### config.mk
export PLATFORM = sky130hd
export DESIGN_NAME = trans_packer
export DESIGN_NICKNAME = d
export VERILOG_FILES = /design/src/rtl/trans_packer.sv
export SDC_FILE = /design/constraint.sdc
export NUM_CORES = 1
export LEC_CHECK = 0
export CORE_ASPECT_RATIO = 0.75
export CORE_MARGIN = 2
export CORE_UTILIZATION = 35
export CTS_BUF_LIST = sky130_fd_sc_hd__clkbuf_8
export DETAILED_ROUTE_END_ITERATION = 16
export SYNTH_ARGS = -nofsm -noshare
export SYNTH_HDL_FRONTEND = slang
export SYNTH_SLANG_ARGS = --single-unit
### constraint.sdc
create_clock -name clk -period 34.9 [get_ports clk]
set_input_delay 5.235 -clock clk [delete_from_list [all_inputs] [get_ports clk]]
set_output_delay 5.235 -clock clk [all_outputs]
set_load 0.05 [all_outputs]
### src/rtl/trans_packer.sv
// Byte-stream to 128-bit transaction word packer with frame checking, a word
// FIFO and a registered valid/ack output stage with a one-cycle gap after each ack.
module trans_packer #(
  parameter int           FIFO_DEPTH = 8,
  parameter int           TIMEOUT    = 1000,
  parameter logic [7:0]   HDR_TX     = 8'hA5,
  parameter logic [7:0]   HDR_TX_BLK = 8'hB5
) (
  input  logic                          clk,
  input  logic                          rst_n,
  input  logic [7:0]                    byte_i,
  input  logic                          byte_valid_i,
  output logic                          byte_ready_o,
  output logic [127:0]                  data_o,
  output logic                          valid_o,
  input  logic                          ack_i,
  output logic [15:0]                   err_cnt_o,
  output logic [15:0]                   frame_cnt_o,
  output logic [$clog2(FIFO_DEPTH):0]   level_o
);
  localparam int AW = $clog2(FIFO_DEPTH);
  localparam int LW = AW + 1;
  localparam int IW = $clog2(TIMEOUT + 1);

  typedef enum logic [1:0] {S_HUNT, S_COLLECT, S_PUSH} state_e;

  state_e          state_q, state_d;
  logic [3:0]      idx_q, idx_d;
  logic [IW-1:0]   idle_q, idle_d, idle_inc;
  logic [119:0]    sr_q, sr_d;
  logic            blk_q, blk_d;
  logic            ready_q, ready_d;
  logic [15:0]     err_q, frm_q;
  logic            err_inc, push, pop, acc, hdr_ok, bad_frame, full, tmo_hit;
  logic [127:0]    word;

  logic [127:0]    mem [FIFO_DEPTH];
  logic [AW-1:0]   wr_q, rd_q;
  logic [LW-1:0]   cnt_q;
  logic            valid_q;
  logic [127:0]    data_q;

  assign acc       = byte_valid_i && ready_q;
  assign hdr_ok    = (byte_i == HDR_TX) || (byte_i == HDR_TX_BLK);
  assign idle_inc  = idle_q + 1'b1;
  assign tmo_hit   = (idle_inc == IW'(TIMEOUT));
  // sr_q holds bytes 1..15: sender [119:72], receiver [71:24], amount [23:0]
  assign bad_frame = (sr_q[23:22] != 2'b00) || (sr_q[119:72] == sr_q[71:24]);
  assign full      = (cnt_q == LW'(FIFO_DEPTH));
  assign word      = {sr_q[119:72], sr_q[71:24], sr_q[21:0], blk_q, 9'h000};
  assign pop       = ack_i && valid_q;

  always_ff @(posedge clk) begin
    if (!rst_n) begin
      state_q <= S_HUNT;
      idx_q   <= '0;
      idle_q  <= '0;
      sr_q    <= '0;
      blk_q   <= 1'b0;
      ready_q <= 1'b0;
    end else begin
      state_q <= state_d;
      idx_q   <= idx_d;
      idle_q  <= idle_d;
      sr_q    <= sr_d;
      blk_q   <= blk_d;
      ready_q <= ready_d;
    end
  end

  always_comb begin
    state_d = state_q;
    idx_d   = idx_q;
    idle_d  = idle_q;
    sr_d    = sr_q;
    blk_d   = blk_q;
    case (state_q)
      S_HUNT: begin
        if (acc && hdr_ok) begin
          blk_d   = (byte_i == HDR_TX_BLK);
          idx_d   = 4'd1;
          idle_d  = '0;
          state_d = S_COLLECT;
        end
      end
      S_COLLECT: begin
        if (acc) begin
          sr_d   = {sr_q[111:0], byte_i};
          idx_d  = idx_q + 4'd1;
          idle_d = '0;
          if (idx_q == 4'd15) state_d = S_PUSH;
        end else if (tmo_hit) begin
          state_d = S_HUNT;
        end else begin
          idle_d = idle_inc;
        end
      end
      S_PUSH: begin
        // a full FIFO holds the frame here indefinitely; no timeout applies
        if (bad_frame || !full) state_d = S_HUNT;
      end
      default: state_d = S_HUNT;
    endcase
  end

  always_comb begin
    err_inc = 1'b0;
    push    = 1'b0;
    ready_d = (state_d != S_PUSH);
    case (state_q)
      S_HUNT:    err_inc = acc && !hdr_ok;
      S_COLLECT: err_inc = !acc && tmo_hit;
      S_PUSH: begin
        err_inc = bad_frame;
        push    = !bad_frame && !full;
      end
      default: ;
    endcase
  end

  always_ff @(posedge clk) begin
    if (!rst_n) begin
      err_q <= '0;
      frm_q <= '0;
    end else begin
      if (err_inc && err_q != 16'hFFFF) err_q <= err_q + 16'd1;
      if (push) frm_q <= frm_q + 16'd1;
    end
  end

  always_ff @(posedge clk) begin
    if (push) mem[wr_q] <= word;
  end

  always_ff @(posedge clk) begin
    if (!rst_n) begin
      wr_q  <= '0;
      rd_q  <= '0;
      cnt_q <= '0;
    end else begin
      if (push) wr_q <= wr_q + 1'b1;
      if (pop)  rd_q <= rd_q + 1'b1;
      case ({push, pop})
        2'b10:   cnt_q <= cnt_q + 1'b1;
        2'b01:   cnt_q <= cnt_q - 1'b1;
        default: cnt_q <= cnt_q;
      endcase
    end
  end

  // Head stays in the FIFO while presented; the pop edge drops valid and the
  // following edge may present the next head, giving the one-cycle gap.
  always_ff @(posedge clk) begin
    if (!rst_n) begin
      valid_q <= 1'b0;
      data_q  <= '0;
    end else if (pop) begin
      valid_q <= 1'b0;
    end else if (!valid_q && cnt_q != '0) begin
      valid_q <= 1'b1;
      data_q  <= mem[rd_q];
    end
  end

  assign byte_ready_o = ready_q;
  assign valid_o      = valid_q;
  assign data_o       = data_q;
  assign err_cnt_o    = err_q;
  assign frame_cnt_o  = frm_q;
  assign level_o      = cnt_q;
endmodule

==> metrics.txt, run 1 <==
# TYPE chip_impl_metric gauge
chip_impl_info{name="outcome",value="finished clean"} 1
chip_impl_info{name="yosys-top-cells-area",value="sky130_fd_sc_hd__edfxtp_1 (61%), sky130_fd_sc_hd__dfxtp_1 (13%), sky130_fd_sc_hd__mux4_2 (11%)"} 1
chip_impl_info{name="ctsRootBufferMaster",value="sky130_fd_sc_hd__clkbuf_8"} 1
chip_impl_metric{name="wl",unit="um"} 109000
chip_impl_metric{name="grt_antenna_before_repair",unit=""} 3
chip_impl_info{name="worst_setup_path_start_kind",value="flip-flop"} 1
chip_impl_metric{name="dpl_worst_slack",unit="ns"} 26.75
chip_impl_metric{name="firstDrtPassIters",unit=""} 7
chip_impl_metric{name="area.sequential",unit="um2"} 34600
chip_impl_info{name="setup.worst_path.end_class",value="output pin"} 1
chip_impl_info{name="timing.critical_path.slowest_stage_cell",value="sky130_fd_sc_hd__clkdlybuf4s50_1"} 1
chip_impl_metric{name="ys_seq_area_frac",unit=""} 0.735
chip_impl_info{name="clock_tree_from_tritoncts",value="built"} 1
chip_impl_metric{name="finalWeightedCongestion",unit=""} 0.753
chip_impl_info{name="rsz_0062_raised_after_global_routing",value="no"} 1
chip_impl_metric{name="routed_via_density",unit=""} 5.03
chip_impl_metric{name="cts_buffer_count",unit=""} 188
chip_impl_metric{name="fin_crit_sh",unit=""} 0.214
chip_impl_metric{name="hpwlAfterDp",unit="um"} 58500
chip_impl_metric{name="portBuffers",unit=""} 168
chip_impl_metric{name="sw_frac_of_total",unit=""} 0.215
chip_impl_metric{name="share_of_post_route_cells_with_drive_strength_above_1",unit=""} 0.170
chip_impl_metric{name="worst-endpoint-required",unit="ns"} 29.66
chip_impl_metric{name="remaining_drc_errors",unit=""} 0
chip_impl_metric{name="row_count",unit=""} 116
chip_impl_metric{name="fin_nets",unit=""} 2990
chip_impl_info{name="path_class",value="flip-flop to output pin"} 1
chip_impl_metric{name="grt_pass1_wl",unit="um"} 163000
chip_impl_info{name="cp_cell_sequence",value="clkdlybuf4s50_1"} 1
chip_impl_metric{name="area.growth.synth_to_final",unit="%"} 15.5
chip_impl_metric{name="worst_skew_pair.late_latency",unit="ns"} 0.91
chip_impl_metric{name="clock_sinks",unit=""} 1252
chip_impl_metric{name="achievable-frequency",unit="MHz"} 134
chip_impl_metric{name="seq_power_share",unit=""} 0.575
chip_impl_metric{name="post_synthesis_async_set_or_reset_flop_share",unit=""} 0
chip_impl_metric{name="ys_seq_elements",unit=""} 1252
chip_impl_metric{name="worst_slew_pin_slew",unit="ns"} 1.15
chip_impl_metric{name="first_iter_violations",unit=""} 2231
chip_impl_metric{name="mapped_cell_area",unit="um2"} 47000
chip_impl_metric{name="clock_power_frac",unit=""} 0.420
chip_impl_info{name="min-delay-path-class",value="flip-flop to flip-flop"} 1
chip_impl_metric{name="detail-route-antenna-nets",unit=""} 0
chip_impl_metric{name="timing.setup.tns",unit="ns"} 0
chip_impl_metric{name="cts_hold_repair.buffers",unit=""} 0
chip_impl_metric{name="route.vias.total",unit=""} 24685
chip_impl_metric{name="synth_cell_types",unit=""} 54
chip_impl_metric{name="n_fill_cell",unit=""} 11905
chip_impl_metric{name="die_w",unit="um"} 427
chip_impl_metric{name="report.final.hold_viol_count",unit=""} 0
chip_impl_metric{name="vdd.ir_drop.worst",unit="V"} 0.0000393
chip_impl_metric{name="skew",unit="ns"} 0.0671
chip_impl_metric{name="average_cell_area_after_synthesis",unit="um2"} 17.1
chip_impl_metric{name="clkSlewWorstSetupHoldPaths",unit="ns"} 0.07
chip_impl_metric{name="ctsResizeCount",unit=""} 0
chip_impl_metric{name="grt_start_max_net_pins",unit=""} 147
chip_impl_metric{name="first_global_vias",unit=""} 24888
chip_impl_metric{name="globalRouteOverflowTotal",unit=""} 0
chip_impl_metric{name="cap_viol_max_count",unit=""} 0
chip_impl_metric{name="fp.dieH",unit="um"} 321
chip_impl_metric{name="critPathBufInv",unit=""} 1
chip_impl_metric{name="power.net_switching",unit="mW"} 0.591
chip_impl_metric{name="path_max_fanout",unit=""} 8
chip_impl_metric{name="min_period",unit="ns"} 7.48
chip_impl_info{name="ys.flop_type",value="sky130_fd_sc_hd__edfxtp_1"} 1
chip_impl_metric{name="design.die.area",unit="um2"} 137000
chip_impl_metric{name="relSlewSlack",unit=""} 0.234
chip_impl_metric{name="multi_input_comb_area",unit="um2"} 11800
chip_impl_info{name="synth.largest_area_cell",value="sky130_fd_sc_hd__edfxtp_1"} 1
chip_impl_metric{name="final-setup-viol-count",unit=""} 0
chip_impl_metric{name="drt-wirelength-per-cell",unit="um"} 22.3
chip_impl_metric{name="start_util",unit=""} 0.353
chip_impl_info{name="crit_family",value="buffers and inverters"} 1
chip_impl_metric{name="p_leak",unit="nW"} 14.9
chip_impl_metric{name="core_area",unit="um2"} 133000
chip_impl_metric{name="cts-root-to-sink-buffers",unit=""} 3
chip_impl_metric{name="timing.final.max_slew_violations",unit=""} 0
chip_impl_metric{name="timing.critical_path.arrival",unit="ns"} 2.25
chip_impl_metric{name="netlist_instances",unit=""} 2746
chip_impl_metric{name="critical-path-max-stage-delay",unit="ns"} 0.88
chip_impl_metric{name="yosys_warnings",unit=""} 0
chip_impl_metric{name="cts_htree_levels",unit=""} 4
chip_impl_metric{name="yosys.area.top_type_share",unit=""} 0.608
chip_impl_metric{name="p_comb_frac",unit=""} 0.005
chip_impl_metric{name="worst_path_setup_slack_after_routing",unit="ns"} 27.42
chip_impl_metric{name="cellInternalPower",unit="mW"} 2.16
chip_impl_metric{name="cellPowerDensity",unit="nW/um2"} 50.6
chip_impl_metric{name="synth_edf_count",unit=""} 952
chip_impl_metric{name="grt_util_all_layers",unit=""} 0.160
chip_impl_metric{name="postCtsSetupRepairBufs",unit=""} 0
chip_impl_metric{name="ioPinCount",unit=""} 178
[power groups by stage]
stage	Clock, mW	Combinational [mW]	Sequential, mW
2_1_floorplan	0	0.00941	1.61
3_3_place_gp	0	0.0143	1.61
3_5_place_dp	0	0.0144	1.61
4_1_cts	1.19	0.0144	1.58
5_1_grt	1.26	0.0152	1.58
6_report	1.16	0.0143	1.58
[metal layers]
metal | track usage | vias up | routed length [um]
met5 | 0 | - | 0
met4 | 0.0487 | 0 | 2080
met3 | 0.0319 | 166 | 6460
met2 | 0.237 | 672 | 49200
met1 | 0.236 | 12679 | 51600
li1 | - | 11168 | -
[stage by stage]
| stage | power, mW | instances | util | instance area (um2) | hold WS (ns) |
|---|---|---|---|---|---|
| 5_1_grt | 2.85 | 4902 | 0.407 | 54300 | 0.515 |
| 4_1_cts | 2.79 | 4901 | 0.407 | 54300 | 0.486 |
| 6_report | 2.75 | 4904 | 0.407 | 54300 | 0.482 |
| 3_3_place_gp | 1.63 | 4549 | 0.380 | 50700 | 0.463 |
| 3_5_place_dp | 1.63 | 4549 | 0.380 | 50700 | 0.477 |
| 2_1_floorplan | 1.62 | 2754 | - | 47100 | 0.441 |
[flip-flops by register name (all words and copies together) (netlist names), 2 cells and up]
register     flops
frame_cnt_o     16
level_o          4
err_cnt_o       16
sr_q           120
idle_q          10
idx_q            4
mem            952
rd_q             3
wr_q             3
data_o         119
state_q          2
[cell type report]
| type | count | area share |
|---|---|---|
| clock inverters | 148 | 0.0153 |
| multi-input cells | 1319 | 0.217 |
| repair buffers | 196 | 0.0369 |
| flip-flops and latches | 1252 | 0.637 |
| clock buffers | 204 | 0.0517 |
| inverters | 12 | 0.000967 |
| diodes | 3 | 0.000138 |
| well taps | 1770 | 0.0408 |
[cell families (layout without fill, tap and decap cells)]
group | after synthesis | count (layout) | share of synthesized area
AOI/OAI and AO/OA | 321 | 321 | 0.0419
xor gates and xnor gates | 68 | 68 | 0.0127
adders and majority gates | 9 | 9 | 0.00239
buffers and inverters | 183 | 560 | 0.0160
DFF | 1252 | 1252 | 0.735
muxes | 364 | 364 | 0.141
other | 1 | 12 | 0.0000797
and+or+nand+nor | 548 | 548 | 0.0507
[Yosys cell counts, drive strengths merged (9+ instances only)]
cell type,n
ha,9
a211oi,121
xnor2,10
edfxtp,952
nor4,19
inv,12
clkbuf,112
nand4,12
mux4,238
nor2,159
o21ai,24
nand2,276
nand3,12
buf,59
xor2,58
dfxtp,300
or3,16
and3,10
mux2i,126
a21oi,155
[layout by cell type, fill, tap and decap left out, types with 10 or more instances in the layout]
cell type,n
sky130_fd_sc_hd__o21ai_0,24
sky130_fd_sc_hd__mux4_2,238
sky130_fd_sc_hd__clkinv_1,25
sky130_fd_sc_hd__or3_1,16
sky130_fd_sc_hd__nor2_1,156
sky130_fd_sc_hd__and3_1,10
sky130_fd_sc_hd__clkbuf_8,204
sky130_fd_sc_hd__xnor2_1,10
sky130_fd_sc_hd__clkdlybuf4s50_1,168
sky130_fd_sc_hd__a21oi_1,155
sky130_fd_sc_hd__nor4_1,17
sky130_fd_sc_hd__buf_4,19
sky130_fd_sc_hd__xor2_1,58
sky130_fd_sc_hd__mux2i_1,126
sky130_fd_sc_hd__clkinv_2,17
sky130_fd_sc_hd__nand4_1,11
sky130_fd_sc_hd__dfxtp_1,297
sky130_fd_sc_hd__a211oi_1,121
sky130_fd_sc_hd__nand2_1,276
sky130_fd_sc_hd__inv_1,96
sky130_fd_sc_hd__nand3_1,11
sky130_fd_sc_hd__edfxtp_1,952
[worst paths after layout]
path	to	slack, ns	depth (start not counted)	from
min reg2reg	idle_q[1]	0.48	2	idle_q[1]
max	level_o[0]	27.42	1	level_o[0]
max reg2reg	mem[6][81]	30.04	10	sr_q[25]
min	idle_q[1]	0.48	2	idle_q[1]
Note: power is estimated with default switching activity, not from simulation.
==> run 2: changes to the inputs <==
- clock period: 34.9 -> 7.05 ns (I/O delays scaled with it)
==> metrics.txt, run 2 (synthesis gave the netlist of run 1 again) <==
# TYPE chip_impl_metric gauge
chip_impl_info{name="outcome",value="finished clean"} 1
chip_impl_metric{name="clock_sinks",unit=""} 1252
chip_impl_metric{name="ioPinCount",unit=""} 178
chip_impl_metric{name="routed_via_density",unit=""} 5.13
chip_impl_metric{name="die_w",unit="um"} 427
chip_impl_metric{name="worst_skew_pair.late_latency",unit="ns"} 0.90
chip_impl_metric{name="worst-endpoint-required",unit="ns"} 7.83
chip_impl_info{name="setup.worst_path.end_class",value="flip-flop"} 1
chip_impl_metric{name="design.die.area",unit="um2"} 137000
chip_impl_metric{name="seq_power_share",unit=""} 0.571
chip_impl_metric{name="detail-route-antenna-nets",unit=""} 0
chip_impl_metric{name="p_comb_frac",unit=""} 0.006
chip_impl_metric{name="cts-root-to-sink-buffers",unit=""} 3
chip_impl_metric{name="grt_antenna_before_repair",unit=""} 9
chip_impl_metric{name="fin_nets",unit=""} 2998
chip_impl_metric{name="cap_viol_max_count",unit=""} 0
chip_impl_metric{name="hold-worst-slack",unit="ns"} 0.466
chip_impl_metric{name="path_max_fanout",unit=""} 13
chip_impl_metric{name="finalWeightedCongestion",unit=""} 0.756
chip_impl_info{name="cp_cell_sequence",value="xor2_1 > nor4_1 > nand4_1 > nor3_2 > buf_4 > nor2_1 > inv_1 > ha_1 > xor2_1 > ha_1 > a21oi_1 > xor2_1 > or3_1 > a21oi_1"} 1
chip_impl_metric{name="min_period",unit="ns"} 4.71
chip_impl_info{name="layout.cells.most_common",value="sky130_fd_sc_hd__edfxtp_1"} 1
chip_impl_metric{name="first_global_vias",unit=""} 24888
chip_impl_metric{name="cts_htree_levels",unit=""} 4
chip_impl_metric{name="grt_start_max_net_pins",unit=""} 123
chip_impl_metric{name="relSlewSlack",unit=""} 0.194
chip_impl_metric{name="skew",unit="ns"} 0.0616
chip_impl_info{name="path_class",value="flip-flop to flip-flop"} 1
chip_impl_info{name="min-delay-path-class",value="flip-flop to flip-flop"} 1
chip_impl_info{name="ctsRootBufferMaster",value="sky130_fd_sc_hd__clkbuf_8"} 1
chip_impl_metric{name="power.net_switching",unit="mW"} 2.91
chip_impl_metric{name="core_area",unit="um2"} 133000
chip_impl_metric{name="grt_util_all_layers",unit=""} 0.175
chip_impl_metric{name="report.final.hold_viol_count",unit=""} 0
chip_impl_info{name="regMostFlops",value="mem"} 1
chip_impl_metric{name="timing.critical_path.arrival",unit="ns"} 5.48
chip_impl_metric{name="cellInternalPower",unit="mW"} 10.8
chip_impl_metric{name="start_util",unit=""} 0.353
chip_impl_metric{name="cts_buffer_count",unit=""} 190
chip_impl_metric{name="largest_reg_flops",unit=""} 952
chip_impl_metric{name="remaining_drc_errors",unit=""} 0
chip_impl_metric{name="route.vias.total",unit=""} 25180
chip_impl_info{name="critical-path-top-cell-by-count",value="sky130_fd_sc_hd__xor2_1"} 1
chip_impl_metric{name="drt-wirelength-per-cell",unit="um"} 24.5
chip_impl_metric{name="share_of_post_route_cells_with_drive_strength_above_1",unit=""} 0.176
chip_impl_metric{name="critical-path-max-stage-delay",unit="ns"} 0.74
chip_impl_metric{name="first_iter_violations",unit=""} 2473
chip_impl_metric{name="postCtsSetupRepairBufs",unit=""} 0
chip_impl_metric{name="post-route-util",unit=""} 0.409
chip_impl_metric{name="cts_hold_repair.buffers",unit=""} 0
chip_impl_info{name="timing.critical_path.slowest_stage_cell",value="sky130_fd_sc_hd__nor4_1"} 1
chip_impl_info{name="mostFrequentLayoutCells",value="sky130_fd_sc_hd__edfxtp_1 (952), sky130_fd_sc_hd__dfxtp_1 (297), sky130_fd_sc_hd__nand2_1 (276)"} 1
chip_impl_metric{name="fin_crit_sh",unit=""} 0.667
chip_impl_metric{name="globalRouteOverflowTotal",unit=""} 0
chip_impl_metric{name="wl",unit="um"} 120000
chip_impl_metric{name="row_count",unit=""} 116
chip_impl_metric{name="clkSlewWorstSetupHoldPaths",unit="ns"} 0.06
chip_impl_metric{name="clock_power_frac",unit=""} 0.424
chip_impl_metric{name="final-setup-viol-count",unit=""} 0
chip_impl_metric{name="grt_pass1_wl",unit="um"} 175000
chip_impl_metric{name="worst_slew_pin_slew",unit="ns"} 1.18
chip_impl_metric{name="timing.final.max_slew_violations",unit=""} 0
chip_impl_metric{name="firstDrtPassIters",unit=""} 5
chip_impl_metric{name="portBuffers",unit=""} 168
chip_impl_info{name="rsz_0062_raised_after_global_routing",value="no"} 1
chip_impl_metric{name="area.growth.synth_to_final",unit="%"} 16.0
chip_impl_metric{name="vdd.ir_drop.worst",unit="V"} 0.000144
chip_impl_metric{name="achievable-frequency",unit="MHz"} 213
chip_impl_metric{name="p_total",unit="mW"} 13.7
chip_impl_metric{name="p_leak",unit="nW"} 14.6
chip_impl_metric{name="hpwlAfterDp",unit="um"} 67400
chip_impl_info{name="worst_setup_path_start_kind",value="flip-flop"} 1
chip_impl_info{name="clock_tree_from_tritoncts",value="built"} 1
chip_impl_metric{name="sw_frac_of_total",unit=""} 0.212
chip_impl_metric{name="fp.dieH",unit="um"} 321
chip_impl_metric{name="ctsResizeCount",unit=""} 0
chip_impl_metric{name="cellPowerDensity",unit="nW/um2"} 251
==> run 2: changes by cell type in the layout (fill, tap and decap cells not counted), sizes merged <==
cell,previous run,this run
clkinv,45,53
inv,108,94
bufinv,4,5
clkbuf,204,212
clkinvlp,3,2
buf,28,34
diode,3,2
==> run 2: final cells by class <==
type / count / area [um2]
flip-flops and latches: 1252 / 34600
multi-input cells: 1319 / 11800
well taps: 1770 / 2210
diodes: 2 / 5.00
clock buffers: 212 / 2920
fillers: 11971 / 78800
inverters: 12 / 52.6
clock inverters: 142 / 802
repair buffers: 202 / 2120
==> run 2: routing by layer <==
layer  track usage  part of all wire
met4        0.0387             0.014
met1         0.271              0.48
met3        0.0373             0.071
met5             0                 0
met2         0.252              0.44
==> run 2: worst max-delay path: cells and delay by family, from the launching register on <==
family          cells  cell delay, ns
compound gates      2            0.19
fa+ha+maj           2            0.48
simple gates        5            2.29
flops               1            0.54
xor+xnor            3            0.46
buf+inv             2            0.63
==> run 2: power by group through the flow <==
| stage | combinational (mW) | clock, mW | sequential, mW |
|---|---|---|---|
| CTS | 0.0771 | 5.98 | 7.83 |
| global route | 0.0816 | 6.30 | 7.82 |
| finish | 0.0762 | 5.81 | 7.83 |
| floorplan | 0.0466 | 0 | 7.99 |
| global placement | 0.0769 | 0 | 7.98 |
| detailed placement | 0.0769 | 0 | 7.98 |
==> run 2: path summary, 6_finish.rpt <==
kind,from,slack [ns],end,cells after the start
setup reg to reg,sr_q[33],2.34,level_o[2],14
setup / recovery,sr_q[33],2.34,level_o[2],14
hold / removal,frame_cnt_o[15],0.47,frame_cnt_o[15],2
hold reg to reg,frame_cnt_o[15],0.47,frame_cnt_o[15],2
==> run 2: stage by stage <==
step | TNS, ns | std cells | worst slack, ns | instance area (um2)
3_5_place_dp | 0 | 4555 | 2.44 | 50800
6_report | 0 | 4911 | 2.34 | 54600
5_1_grt | 0 | 4910 | 2.14 | 54600
2_1_floorplan | -405.02 | 2754 | -1.71 | 47100
4_1_cts | 0 | 4909 | 2.39 | 54600
3_3_place_gp | 0 | 4555 | 2.43 | 50800
